## src/rtl/cory_mux4_rr.sv

```systemverilog
// cory_mux4_rr: four-input round-robin merger feeding a 2-entry output FIFO.
// Every output beat carries its 2-bit source index on o_z_s for routing responses back.
module cory_mux4_rr #(
    parameter int N = 8
) (
    input  logic         clk,
    input  logic         reset,
    input  logic         i_a0_v,
    input  logic         i_a1_v,
    input  logic         i_a2_v,
    input  logic         i_a3_v,
    input  logic [N-1:0] i_a0_d,
    input  logic [N-1:0] i_a1_d,
    input  logic [N-1:0] i_a2_d,
    input  logic [N-1:0] i_a3_d,
    output logic         o_a0_r,
    output logic         o_a1_r,
    output logic         o_a2_r,
    output logic         o_a3_r,
    output logic         o_z_v,
    output logic [N-1:0] o_z_d,
    output logic [1:0]   o_z_s,
    input  logic         i_z_r
);
    localparam int W = N + 2;

    logic [1:0]   ptr_q, ptr_d;
    logic [1:0]   count_q, count_d;
    logic         rd_q, rd_d;
    logic         wr_q, wr_d;
    logic [W-1:0] mem_q [2];

    logic [3:0]   valid;
    logic [N-1:0] data [4];
    logic [1:0]   grant;
    logic [1:0]   idx;
    logic         any_v;
    logic         space;
    logic         push;
    logic         pop;

    assign valid   = {i_a3_v, i_a2_v, i_a1_v, i_a0_v};
    assign data[0] = i_a0_d;
    assign data[1] = i_a1_d;
    assign data[2] = i_a2_d;
    assign data[3] = i_a3_d;

    assign any_v = |valid;
    assign space = (count_q != 2'd2);
    assign push  = space && any_v && !reset;
    assign pop   = (count_q != 2'd0) && i_z_r;

    // NOTE: every signal written in always_comb gets a default first, so no latch is inferred.
    always_comb begin
        grant = ptr_q;
        idx   = ptr_q;
        for (int i = 3; i >= 0; i--) begin
            idx = ptr_q + 2'(i);
            if (valid[idx]) begin
                grant = idx;
            end
        end
    end

    always_comb begin
        ptr_d   = ptr_q;
        wr_d    = wr_q;
        rd_d    = rd_q;
        count_d = count_q;
        if (push) begin
            ptr_d = grant + 2'd1;
            wr_d  = ~wr_q;
        end
        if (pop) begin
            rd_d = ~rd_q;
        end
        case ({push, pop})
            2'b10:   count_d = count_q + 2'd1;
            2'b01:   count_d = count_q - 2'd1;
            default: count_d = count_q;
        endcase
    end

    // NOTE: sequential state uses <= so every register samples pre-edge values.
    always_ff @(posedge clk) begin
        if (reset) begin
            ptr_q    <= '0;
            count_q  <= '0;
            rd_q     <= 1'b0;
            wr_q     <= 1'b0;
            // NOTE: FIFO storage is reset so the idle head reads 0 rather than X.
            mem_q[0] <= '0;
            mem_q[1] <= '0;
        end else begin
            ptr_q   <= ptr_d;
            count_q <= count_d;
            rd_q    <= rd_d;
            wr_q    <= wr_d;
            if (push) begin
                mem_q[wr_q] <= {grant, data[grant]};
            end
        end
    end

    assign o_z_v          = (count_q != 2'd0);
    assign {o_z_s, o_z_d} = mem_q[rd_q];

    assign o_a0_r = push && (grant == 2'd0);
    assign o_a1_r = push && (grant == 2'd1);
    assign o_a2_r = push && (grant == 2'd2);
    assign o_a3_r = push && (grant == 2'd3);
endmodule

```

## config.mk

```make
export PLATFORM = sky130hd
export DESIGN_NAME = cory_mux4_rr
export DESIGN_NICKNAME = d
export VERILOG_FILES = /design/src/rtl/cory_mux4_rr.sv
export SDC_FILE = /design/constraint.sdc
export NUM_CORES = 1
export LEC_CHECK = 0
export CORE_MARGIN = 5
export CORE_UTILIZATION = 45
export DETAILED_ROUTE_END_ITERATION = 12
export PLACE_DENSITY = 0.85
export SYNTH_ARGS = -nofsm -noshare
export SYNTH_HDL_FRONTEND = slang
export SYNTH_SLANG_ARGS = --single-unit
```

## constraint.sdc

```tcl
create_clock -name clk -period 2.2 [get_ports clk]
set_clock_uncertainty 0.1 [all_clocks]
set_input_delay 0.33 -clock clk [delete_from_list [all_inputs] [get_ports clk]]
set_output_delay 0.33 -clock clk [all_outputs]
set_load 0.005 [all_outputs]
```

# Word-level counts from Yosys, hierarchy flattened

Memory sizes are Yosys's and may differ from the RTL's. A register that Yosys moved wholly into a read port is not among the register bits.
Index checks and enable logic that the tools add are counted.
Widths: inputs -> output; s select.

Bits in registers: 6
Memory bits (writable): 20
Bits of input ports: 39
Output and inout bits: 15
Logic and storage cells: 64
Memories kept: 1

Memory list:

| name  | depth | bits a word | read ports | clocked after memory_dff | wr ports | RTL line | RTL |
|---|---|---|---|---|---|---|---|
| mem_q | 2     | 10          | 1          | 1                        | 2        | 31       | `logic [W-1:0] mem_q [2];` |

$add $sub $neg: 6
Order comparisons: 5
Eq/ne operators: 6
Multiplexer cells: 26
Bitwise logic cells: 3
Reduce and logical (&&, ||, !) cells: 13

Operator list:

| operator            | count |
|---|---|
| $bmux 8 s2          | 1 |
| $mux 8              | 2 |
| $mux 1              | 13 |
| $lt 2x3->1 const B  | 4 |
| $mux 10             | 1 |
| $reduce_or 10->1    | 1 |
| $bmux 1 s2          | 4 |
| $mux 2              | 4 |
| $logic_and 1x1->1   | 7 |
| $add 2x1->2 const B | 3 |
| $eq 2x2->1 const B  | 3 |
| $add 2x2->2 const B | 2 |
| $eq 2x1->1 const B  | 2 |
| $pmux 2 s2          | 1 |
| $reduce_bool 2->1   | 2 |
| $reduce_or 4->1     | 1 |
| $ge 3x3->1 const B  | 1 |
| $not 2->3           | 1 |
| $logic_not 2->1     | 1 |
| $ne 2x2->1 const B  | 1 |
| $not 1->1           | 2 |
| $sub 2x1->2 const B | 1 |
| $logic_not 1->1     | 1 |

# Longest topological paths before layout

Depth in word-level cells: 12
Mapped depth: 7
Gate-level depth less buffers: 7

# Worst setup path after synthesis

Ideal clock, no wire load.

Kind: in2reg
Start: in i_a0_v
End: mem mem_q[1][1] (netlist name), data pin
Library setup time: 270 ps
Data arrival time: 1693 ps
Required time: 1830 ps
Path slack: 137 ps
Stages: 7
Path buffers: 2
Cell sequence: nor2b_1 -> or4_1 -> buf_2 -> and2_4 -> buf_4 -> a211oi_2 -> nor3_1

RTL lines:

| element         | RTL line | RTL |
|---|---|---|
| start, declared | 8        | `input logic i_a0_v,` |
| end, declared   | 31       |  |

# Final worst setup path

Start: reg ptr_q[1]
End: out o_a3_r

Word-level cells in the longest chain between the ends: 9
Elaborated cells between the ends (all ways): 17
Classes of those cells: 3 x add/sub; 1 x eq/ne; 12 x mux; 1 x reduce/logical

Ends and longest elaborated chain:

| element                      | RTL line | RTL |
|---|---|---|
| start, declared              | 27       | `logic [1:0] ptr_q, ptr_d;` |
| start signal, assigned       | 95       | `ptr_q <= ptr_d;` |
| $add 2x2->2                  | 58       | `idx = ptr_q + 2'(i);` |
| $bmux 1 s2                   | 59       | `if (valid[idx]) begin` |
| $mux 1 (not written as such) | 59       |  |
| $mux 2 (3 in series)         | 59       |  |
| $mux 2 (*)                   | 59       |  |
| $eq 2x2->1 (*)               | 111      | `assign o_a3_r = push && (grant == 2'd3);` |
| $logic_and 1x1->1 (*)        | 111      |  |
| end, declared                | 19       | `output logic o_a3_r,` |

Mark *: on every way between the ends. The rest lies on a longest branch, timed or not. The select of a mux whose other input is x is not followed.

==> flow_metrics.tcl <==
set metrics [dict create \
    outcome "completed" \
    synth_flop_cell "edfxtp_1" \
    grt_start_max_net_pins 19 \
    antenna_cells 0 \
    whs_path_depth 2 \
    holdCritStartpoint "ptr_q[0]" \
    antenna_left 0 \
    synth-seq-cells 27 \
    hold_viol 0 \
    core_sq_mm 0.00339 \
    place_ws_ns -0.499 \
    syn_inst 150 \
    tritoncts "done" \
    rows 21 \
    io_buffer_count 53 \
    wirelength_mm 4.73 \
    drt_pre_antenna_iters 4 \
    layout_commonest_cell "clkdlybuf4s50_1" \
    rsz0062_at_grt "yes" \
    critPathLaunch "ptr_q[1]" \
    nets 264 \
    cts-buffers-inserted 3 \
    dieArea_sq_mm 0.00486 \
    clockBufferDepth 2 \
    clk_latency_ns 0.32 \
    crit_chain "and3b_1 -> or4_4 -> and2_4 -> nor2_2 -> buf_2" \
    final_cell_mix "clkdlybuf4s50_1, buf_4, edfxtp_1" \
    drc_errors 0 \
    antenna_found_initial 0 \
    maxSlewViolCount 0 \
    finalCritPeriodShare_pct 98.4 \
    first_iter_violations 101 \
    worstMarginPinSlew_ns 0.346 \
    criticalPathCategory "reg -> out" \
    clock_sinks 27 \
    path_clk_slew_ns 0.13 \
    num_io_pins 54 \
    die_w_um 69.7 \
    wl_per_cell_um 17.6 \
    r2r_cells 7 \
    crit_path_end_kind "primary output" \
    ir_drop_v 0.000424 \
    gp_congestion 0.812 \
    arrival_ns 1.74 \
    ys_types 33 \
    htree_levels 1 \
    grt_pass1_wl_mm 7.18 \
    critPathMaxFanout 4 \
    synth_nets 190 \
    via_count 1487 \
    synth_async_sr_flop_share_pct 0 \
    min_period_ns 2.17 \
    dp_hpwl_mm 3.49 \
    cap_violations 0 \
    power_leakage_nw 0.914 \
    r2r-start "ptr_q[1]" \
    grt_usage_pct 18.6 \
    p_per_area_mw_per_mm2 842 \
    viasPerCell 5.53 \
    critPathSlowestCell "or4_4" \
    power_mw 2.06 \
    yosysWarnings 0 \
    initial_core_util_pct 47.3 \
    grt_overflow_total 0 \
    layout-drive-gt1-share_pct 36.3 \
    slew_headroom_pct 76.9 \
    cp.required_ns 1.77 \
    ys_seq_area_share_pct 46.2 \
    synth-edff-count 20 \
    hp-class "reg -> reg" \
    setup.worst_path.start_class "flip-flop" \
    grt_pass1_vias 1532 \
    die_h_um 69.7 \
    fmax_mhz 462 \
    cpPeakStageDelay_ns 0.52 \
    worst_slack_ns 0.0346 \
    root_buffer "clkbuf_4" \
    setup_violations 0 \
    synthesis.area_sq_mm 0.00160 \
    avgSynthCellArea_sq_um 10.7 \
    areaGrowthSynthToFinish_pct 53.0 \
]
final timing paths:
path	to	slack, ns
max reg2reg	mem_q[0][1]	0.06
min	ptr_q[0]	0.42
min reg2reg	ptr_q[0]	0.42
max	o_a3_r	0.03
state kept, by name (all words and copies together), names as in the netlist, named ones only:
register  cells
ptr_q         2
count_q       2
rd_q          1
mem_q        20
wr_q          1
critical path: cells and delay by family, from the launching register on:
family                 cells  cell delay (ns)
AND/OR/NAND/NOR            4             0.92
flip-flops                 1             0.37
buffers and inverters      1             0.11
synthesized netlist by cell type, drive strengths merged (2+ instances only):
library cell	instances	area share, %
a211oi	16	12
a21boi	16	7.5
a21oi	4	1.2
and2	2	0.94
buf	5	1.7
clkbuf	6	1.4
dfxtp	7	8.7
edfxtp	20	37
inv	3	0.70
mux2	10	7.0
nand2	8	1.9
nand2b	3	1.2
nor2	14	3.3
nor2b	3	1.2
nor3	17	5.3
o21ai	3	0.94
xnor2	2	1.1
cell type report:
cell class              count  area, sq um
fillers                   245          937
well taps                  46         57.6
inverters                   3         11.3
clock buffers               4         26.3
repair buffers             80          717
multi-input cells         109          891
flip-flops and latches     27          749
cells by family after synthesis:
group                    after synthesis  synth area share (%)
AND/OR/NAND/NOR                       51                  15.5
AO/OA/AOI/OAI                         44                  25.0
flip-flops                            27                  46.2
buffers and inverters                 14                  3.83
multiplexers                          10                  7.03
XOR/XNOR                               3                  1.64
adder cells (fa/ha/maj)                1                 0.781
per-layer routing:
layer / wire length, um / part of all wire (%) / vias up / global-route usage [%]
met4: 85 / 1.8 / 0 / 7.02
met3: 244 / 5.2 / 7 / 3.19
met5: 0 / 0 / - / 0
met2: 2570 / 54 / 49 / 35.9
li1: - / - / 704 / -
met1: 1830 / 39 / 727 / 20.0
metrics by stage:
step / TNS (ns) / util, % / std cells / area [sq um] / hold slack [ns]
after global routing: -0.0689 / 72.4 / 269 / 2450 / 0.446
after global placement: -8.02 / 68.5 / 262 / 2320 / 0.355
after CTS: -0.0894 / 69.7 / 267 / 2360 / 0.409
after floorplan: 0 / - / 150 / 1600 / 0.344
final: 0 / 72.4 / 269 / 2450 / 0.419
after detailed placement: -11.02 / 68.5 / 262 / 2320 / 0.393
where the power goes:
part / leakage (nW) / internal [mW] / switching, mW
sequential: 0.271 / 0.689 / 0.0828
combinational: 0.628 / 0.598 / 0.486
clock: 0.0150 / 0.0711 / 0.137
repair_timing:
item | CTS | global route
setup buffers | 1 | 2
endpoints found under the setup margin | 31 | 7
resized for setup | 20 | 30
pin swaps | 0 | 6
cloned | 0 | 0
endpoints found under the hold margin | 0 | 0
hold buffers | 0 | 0
(Power assumes the default switching activity.)
